## config.mk

```make
export PLATFORM = sky130hd
export DESIGN_NAME = accelerator_tensor_float_feeder
export DESIGN_NICKNAME = d
export VERILOG_FILES = /design/src/rtl/accelerator_tensor_pkg.sv /design/src/rtl/accelerator_tensor_float_feeder_index.sv /design/src/rtl/accelerator_tensor_float_feeder.sv
export SDC_FILE = /design/constraint.sdc
export NUM_CORES = 2
export LEC_CHECK = 0
export CORE_MARGIN = 5
export CORE_UTILIZATION = 60
export CTS_CLUSTER_SIZE = 14
export DETAILED_ROUTE_END_ITERATION = 7
export PLACE_DENSITY = 0.87
export SLEW_MARGIN = 25
export SYNTH_ARGS = -nofsm -noshare
export SYNTH_HDL_FRONTEND = slang
export SYNTH_SLANG_ARGS = --single-unit
```

## constraint.sdc

```tcl
create_clock -name CLK -period 40.4 [get_ports CLK]
set_clock_uncertainty 0.1 [all_clocks]
set_input_delay 6.06 -clock CLK [delete_from_list [all_inputs] [get_ports CLK]]
set_output_delay 6.06 -clock CLK [all_outputs]
set_load 0.05 [all_outputs]
```

## src/rtl/accelerator_tensor_pkg.sv

```systemverilog
// Shared types and constants for the tensor float feeder.
// Holds the FSM state encoding and zero/one constants.
package accelerator_tensor_pkg;

  localparam int CONTROL_W = 64;
  localparam int DATA_W    = 64;

  typedef enum logic [2:0] {
    STARTER_STATE = 3'd0,
    ISSUE_STATE   = 3'd1,
    WAIT_STATE    = 3'd2,
    EMIT_STATE    = 3'd3,
    ENDER_STATE   = 3'd4
  } state_t;

  localparam logic [CONTROL_W-1:0] ZERO_CONTROL = '0;
  localparam logic [CONTROL_W-1:0] ONE_CONTROL  =
    {{(CONTROL_W-1){1'b0}}, 1'b1};
  localparam logic [DATA_W-1:0]    ZERO_DATA    = '0;
  localparam logic [DATA_W-1:0]    ONE_DATA     =
    {{(DATA_W-1){1'b0}}, 1'b1};

endpackage

```

## src/rtl/accelerator_tensor_float_feeder_index.sv

```systemverilog
// Nested i/j/k index counter with clear, step and wrap.
// Ports: clk_i/rst_i, clear_i, step_i, sizes in, i/j/k out, last_o.
module accelerator_tensor_index_counter
  import accelerator_tensor_pkg::*;
#(
  parameter int W = 64
) (
  input  logic         clk_i,
  input  logic         rst_i,
  input  logic         clear_i,
  input  logic         step_i,
  input  logic [W-1:0] size_i_i,
  input  logic [W-1:0] size_j_i,
  input  logic [W-1:0] size_k_i,
  output logic [W-1:0] i_o,
  output logic [W-1:0] j_o,
  output logic [W-1:0] k_o,
  output logic         last_o
);

  localparam logic [W-1:0] ZERO = W'(ZERO_CONTROL);
  localparam logic [W-1:0] ONE  = W'(ONE_CONTROL);

  logic [W-1:0] i_q, i_d;
  logic [W-1:0] j_q, j_d;
  logic [W-1:0] k_q, k_d;
  logic         j_wrap, k_wrap;

  assign k_wrap = (k_q == size_k_i - ONE);
  assign j_wrap = (j_q == size_j_i - ONE);

  always_comb begin
    i_d = i_q;
    j_d = j_q;
    k_d = k_q;
    if (clear_i) begin
      i_d = ZERO;
      j_d = ZERO;
      k_d = ZERO;
    end else if (step_i) begin
      if (k_wrap) begin
        k_d = ZERO;
        if (j_wrap) begin
          j_d = ZERO;
          i_d = i_q + ONE;
        end else begin
          j_d = j_q + ONE;
        end
      end else begin
        k_d = k_q + ONE;
      end
    end
  end

  always_ff @(posedge clk_i or posedge rst_i) begin
    if (rst_i) begin
      i_q <= ZERO;
      j_q <= ZERO;
      k_q <= ZERO;
    end else begin
      i_q <= i_d;
      j_q <= j_d;
      k_q <= k_d;
    end
  end

  assign i_o    = i_q;
  assign j_o    = j_q;
  assign k_o    = k_q;
  assign last_o = (i_q == size_i_i - ONE) && j_wrap && k_wrap;

endmodule

```

## src/rtl/accelerator_tensor_float_feeder.sv

```systemverilog
// Streams a row-major 3-D tensor from a sync-read memory.
// Ports: START/READY control, READ_* memory, DATA_OUT + I/J/K strobes.
module accelerator_tensor_float_feeder
  import accelerator_tensor_pkg::*;
#(
  parameter int DATA_SIZE    = 64,
  parameter int CONTROL_SIZE = 64
) (
  input  logic                    CLK,
  input  logic                    RST,
  input  logic                    START,
  output logic                    READY,
  input  logic [CONTROL_SIZE-1:0] SIZE_I_IN,
  input  logic [CONTROL_SIZE-1:0] SIZE_J_IN,
  input  logic [CONTROL_SIZE-1:0] SIZE_K_IN,
  input  logic [CONTROL_SIZE-1:0] BASE_ADDRESS_IN,
  output logic                    READ_ENABLE,
  output logic [CONTROL_SIZE-1:0] READ_ADDRESS,
  input  logic [DATA_SIZE-1:0]    READ_DATA,
  input  logic                    ADVANCE,
  output logic [DATA_SIZE-1:0]    DATA_OUT,
  output logic                    DATA_OUT_I_ENABLE,
  output logic                    DATA_OUT_J_ENABLE,
  output logic                    DATA_OUT_K_ENABLE
);

  localparam logic [CONTROL_SIZE-1:0] CZERO = CONTROL_SIZE'(ZERO_CONTROL);
  localparam logic [CONTROL_SIZE-1:0] CONE  = CONTROL_SIZE'(ONE_CONTROL);
  localparam logic [DATA_SIZE-1:0]    DZERO = DATA_SIZE'(ZERO_DATA);

  state_t                  state_q, state_d;
  logic [CONTROL_SIZE-1:0] size_i_q, size_i_d;
  logic [CONTROL_SIZE-1:0] size_j_q, size_j_d;
  logic [CONTROL_SIZE-1:0] size_k_q, size_k_d;
  logic [CONTROL_SIZE-1:0] addr_q, addr_d;
  logic [DATA_SIZE-1:0]    data_q, data_d;
  logic [2:0]              en_q, en_d;

  logic                    clear, step, last, empty;
  logic [CONTROL_SIZE-1:0] idx_i, idx_j, idx_k;

  accelerator_tensor_index_counter #(
    .W(CONTROL_SIZE)
  ) u_index (
    .clk_i   (CLK),
    .rst_i   (RST),
    .clear_i (clear),
    .step_i  (step),
    .size_i_i(size_i_q),
    .size_j_i(size_j_q),
    .size_k_i(size_k_q),
    .i_o     (idx_i),
    .j_o     (idx_j),
    .k_o     (idx_k),
    .last_o  (last)
  );

  // Zero-size tensors pass through ISSUE without reading.
  assign empty = (size_i_q == CZERO) ||
                 (size_j_q == CZERO) ||
                 (size_k_q == CZERO);

  always_comb begin
    state_d  = state_q;
    size_i_d = size_i_q;
    size_j_d = size_j_q;
    size_k_d = size_k_q;
    addr_d   = addr_q;
    data_d   = data_q;
    en_d     = en_q;
    clear    = 1'b0;
    step     = 1'b0;
    unique case (state_q)
      STARTER_STATE: begin
        if (START) begin
          size_i_d = SIZE_I_IN;
          size_j_d = SIZE_J_IN;
          size_k_d = SIZE_K_IN;
          addr_d   = BASE_ADDRESS_IN;
          clear    = 1'b1;
          state_d  = ISSUE_STATE;
        end
      end
      ISSUE_STATE: begin
        state_d = empty ? ENDER_STATE : WAIT_STATE;
      end
      WAIT_STATE: begin
        data_d  = READ_DATA;
        en_d    = {(idx_j == CZERO) && (idx_k == CZERO),
                   (idx_k == CZERO), 1'b1};
        state_d = EMIT_STATE;
      end
      EMIT_STATE: begin
        if (ADVANCE) begin
          en_d    = 3'b000;
          addr_d  = addr_q + CONE;
          step    = 1'b1;
          state_d = last ? ENDER_STATE : ISSUE_STATE;
        end
      end
      ENDER_STATE: begin
        state_d = STARTER_STATE;
      end
      default: begin
        state_d = STARTER_STATE;
      end
    endcase
  end

  always_ff @(posedge CLK or posedge RST) begin
    if (RST) begin
      state_q  <= STARTER_STATE;
      size_i_q <= CZERO;
      size_j_q <= CZERO;
      size_k_q <= CZERO;
      addr_q   <= CZERO;
      data_q   <= DZERO;
      en_q     <= 3'b000;
    end else begin
      state_q  <= state_d;
      size_i_q <= size_i_d;
      size_j_q <= size_j_d;
      size_k_q <= size_k_d;
      addr_q   <= addr_d;
      data_q   <= data_d;
      en_q     <= en_d;
    end
  end

  assign READY             = (state_q == ENDER_STATE);
  assign READ_ENABLE       = (state_q == ISSUE_STATE) && !empty;
  assign READ_ADDRESS      = addr_q;
  assign DATA_OUT          = data_q;
  assign DATA_OUT_I_ENABLE = en_q[2];
  assign DATA_OUT_J_ENABLE = en_q[1];
  assign DATA_OUT_K_ENABLE = en_q[0];

endmodule
```

==> run metrics <==
run status=completed; crit start category=register; worst min path class=reg -> reg; Initial Util=0.6049; CTS sink cnt=518; Async SR Flop Fraction=1.000; cell taking the most area after synthesis=dfrtp_1; Initial DRT Pass Iterations=6; antenna violations before repair=2; dpl cells=4964; Synth Warn #=0; Post-Synthesis Cell Area=0.03173 mm^2; EDFF count, synth=0; reg2reg setup slack=34.09 ns; Area contributors post-synth=dfrtp_1 (41%), nand2_1 (12%), xnor2_1 (4.8%); Layout Cells excl Fill=5073; full die area=0.05757 mm^2; crit-path max FO=11; vias in the first global route=29610; RSZ-0062 raised after global routing=no; Routed WL=102100 um; clk buf depth=3; CP Data Required Time=34.24 ns; Reg2Reg Launch Point=size_j_q[3]$_DFFE_PP0P_; CP endpoint kind=output port; Hold Buf Count CTS=0; first-pass GRT wire length=158800 um; Die X-Extent=239.9 um; gr usage total=0.3364; ys flop type=dfrtp_1; Final Max Slew Viols=0; register area share after synthesis=0.4086; Mapped Nets=4359; setup_tns=0 ns; total CTS buffers=56; grt total ovfl=0; post-synthesis cell type count=82; Max-slew headroom=0.2897; Max Fclk=86.60 MHz; DR iter-0 viols=3331; root buffer cell=clkbuf_16; reg2reg path depth=12; area grow syn2layout=21.41%; Die Height=239.9 um; FP Rows=84; post-route ant nets=0; Power Density=72.34 mW/mm^2; placed wire-length estimate=73390 um; Final Hold Fails=0; H-tree levels=2; clk_lat worst skew=0.63 ns; Syn Inst Count=4026; CP Capture Point=READ_ENABLE; most common cell in the synthesized netlist=nand2_1; CP Class=reg -> out; max_cap viols=0; fin nets=4667; Post-CTS Setup Repair Bufs=0; synth cell count leaders=nand2_1 (972), dfrtp_1 (518), o21ai_0 (256); Worst-Margin Slew=1.066 ns; IR drop worst, VDD=0.00004913 V; Period Utilization, post-route=0.2858; Setup-failing EPs final=0; wire per inst=20.13 um; post_cts resized=0; share of layout cells above drive strength 1=0.04246; worst flop-to-flop path endpoint=u_index.i_o[18]$_DFFE_PP0P_; vias per cell=6.285; Critical Path AT=5.39 ns; gpl congestion=0.9717; IO Port Bufs=456; # fillers=4006; Post-Syn Area per Cell=7.880 um^2; pin count of the biggest net entering global routing=243; I/O pins=457; # DRC=0; via count=31890; Lkg Pwr=16.03 nW; post-layout minimum cycle time=11.55 ns; hold-critical path depth=2; CP Launch Point=size_i_q[0]$_DFFE_PP0P_; number of synthesized register bits=518; CTS tree=yes; Yosys top cell area share=0.4086; Core Area=0.05245 mm^2; Worst-path clk slew=0.06 ns
-- registers in the layout, indices dropped and copies added (netlist names) --
name,count
DATA_OUT,64
READ_ADDRESS,64
en_q,3
size_i_q,64
size_j_q,64
size_k_q,64
state_q,3
u_index.i_o,64
u_index.j_o,64
u_index.k_o,64
-- critical path, stage by stage (launching register included) --
cell and delay, ns:
dfrtp_1 0.42, inv_1 0.10, ha_1 0.21, or4b_2 0.61, nor4_1 0.80, nand3_1 0.50
nor4_1 0.39, buf_4 0.21, nand2_1 0.15, o21ai_0 0.41, nor2_1 0.21, clkdlybuf4s50_1 0.75
-- power breakdown --
group / switching (mW) / total (mW) / internal [mW]
combinational: 0.840 / 1.31 / 0.469
sequential: 0.244 / 0.936 / 0.692
clock: 0.225 / 0.542 / 0.317
-- worst min-delay path by stage --
| stage | startpoint | endpoint | slack (ns) |
|---|---|---|---|
| after floorplan | state_q[2]$_DFFE_PP0P_ | state_q[0]$_DFFE_PP0P_ | 0.38 |
| after global placement | DATA_OUT[22]$_DFFE_PP0P_ | DATA_OUT[22]$_DFFE_PP0P_ | 0.36 |
| after detailed placement | DATA_OUT[49]$_DFFE_PP0P_ | DATA_OUT[49]$_DFFE_PP0P_ | 0.36 |
| after CTS | DATA_OUT[49]$_DFFE_PP0P_ | DATA_OUT[49]$_DFFE_PP0P_ | 0.38 |
| after global routing | DATA_OUT[31]$_DFFE_PP0P_ | DATA_OUT[31]$_DFFE_PP0P_ | 0.39 |
| final | DATA_OUT[35]$_DFFE_PP0P_ | DATA_OUT[35]$_DFFE_PP0P_ | 0.37 |
-- routing by layer --
metal  track usage  vias up  wire length, um
met4        0.1253        0             4142
met5             0        -                0
met3       0.05288      274             8448
met2        0.5585     1547            48920
li1              -    14870                -
met1        0.4503    15190            40590
-- per-stage QoR --
stage	total power [mW]	setup slack [ns]	cell area [um^2]	hold WS, ns	utilization
final	2.786	28.85	38520	0.3709	0.7344
after global routing	2.944	28.64	38510	0.3891	0.7344
after CTS	2.771	28.98	38490	0.3761	0.7339
after detailed placement	2.221	29.70	36560	0.3615	0.6972
after global placement	2.184	29.80	36560	0.3563	0.6972
after floorplan	1.805	19.77	31730	0.3767	-
-- logic make-up (layout without fill, tap and decap cells) --
kind of cell / count (synthesis) / after routing / share of synthesized area
AND/OR/NAND/NOR: 2149 / 2149 / 0.3282
flip-flops: 518 / 518 / 0.4086
XOR/XNOR: 287 / 287 / 0.07970
multiplexers: 18 / 18 / 0.005797
AO/OA/AOI/OAI: 753 / 753 / 0.1390
other: 0 / 4 / 0
adder cells (fa/ha/maj): 9 / 9 / 0.003550
buffers and inverters: 292 / 647 / 0.03522
-- area by class of cell --
class	count	area (um^2)	share of cell area
Multi-Input combinational cell	3216	17720	0.4600
Sequential cell	518	12960	0.3365
Clock buffer	75	1604	0.04164
Timing Repair Buffer	488	4828	0.1254
Antenna cell	4	10.01	0.0002599
Inverter	54	210.2	0.005457
Clock inverter	30	324.1	0.008413
Tap cell	688	860.8	0.02235
-- cells in the final DEF, fill, tap and decap left out, types with 95 or more instances in the layout --
master / instances
nand4_1: 95
nor3_1: 106
nor2_1: 243
nor4_1: 117
nand3_1: 178
dfrtp_1: 518
a21oi_1: 247
nand2_1: 970
xnor2_1: 174
clkdlybuf4s50_1: 456
o21ai_0: 255
xor2_1: 112
Power figures use the tool's default switching activity.
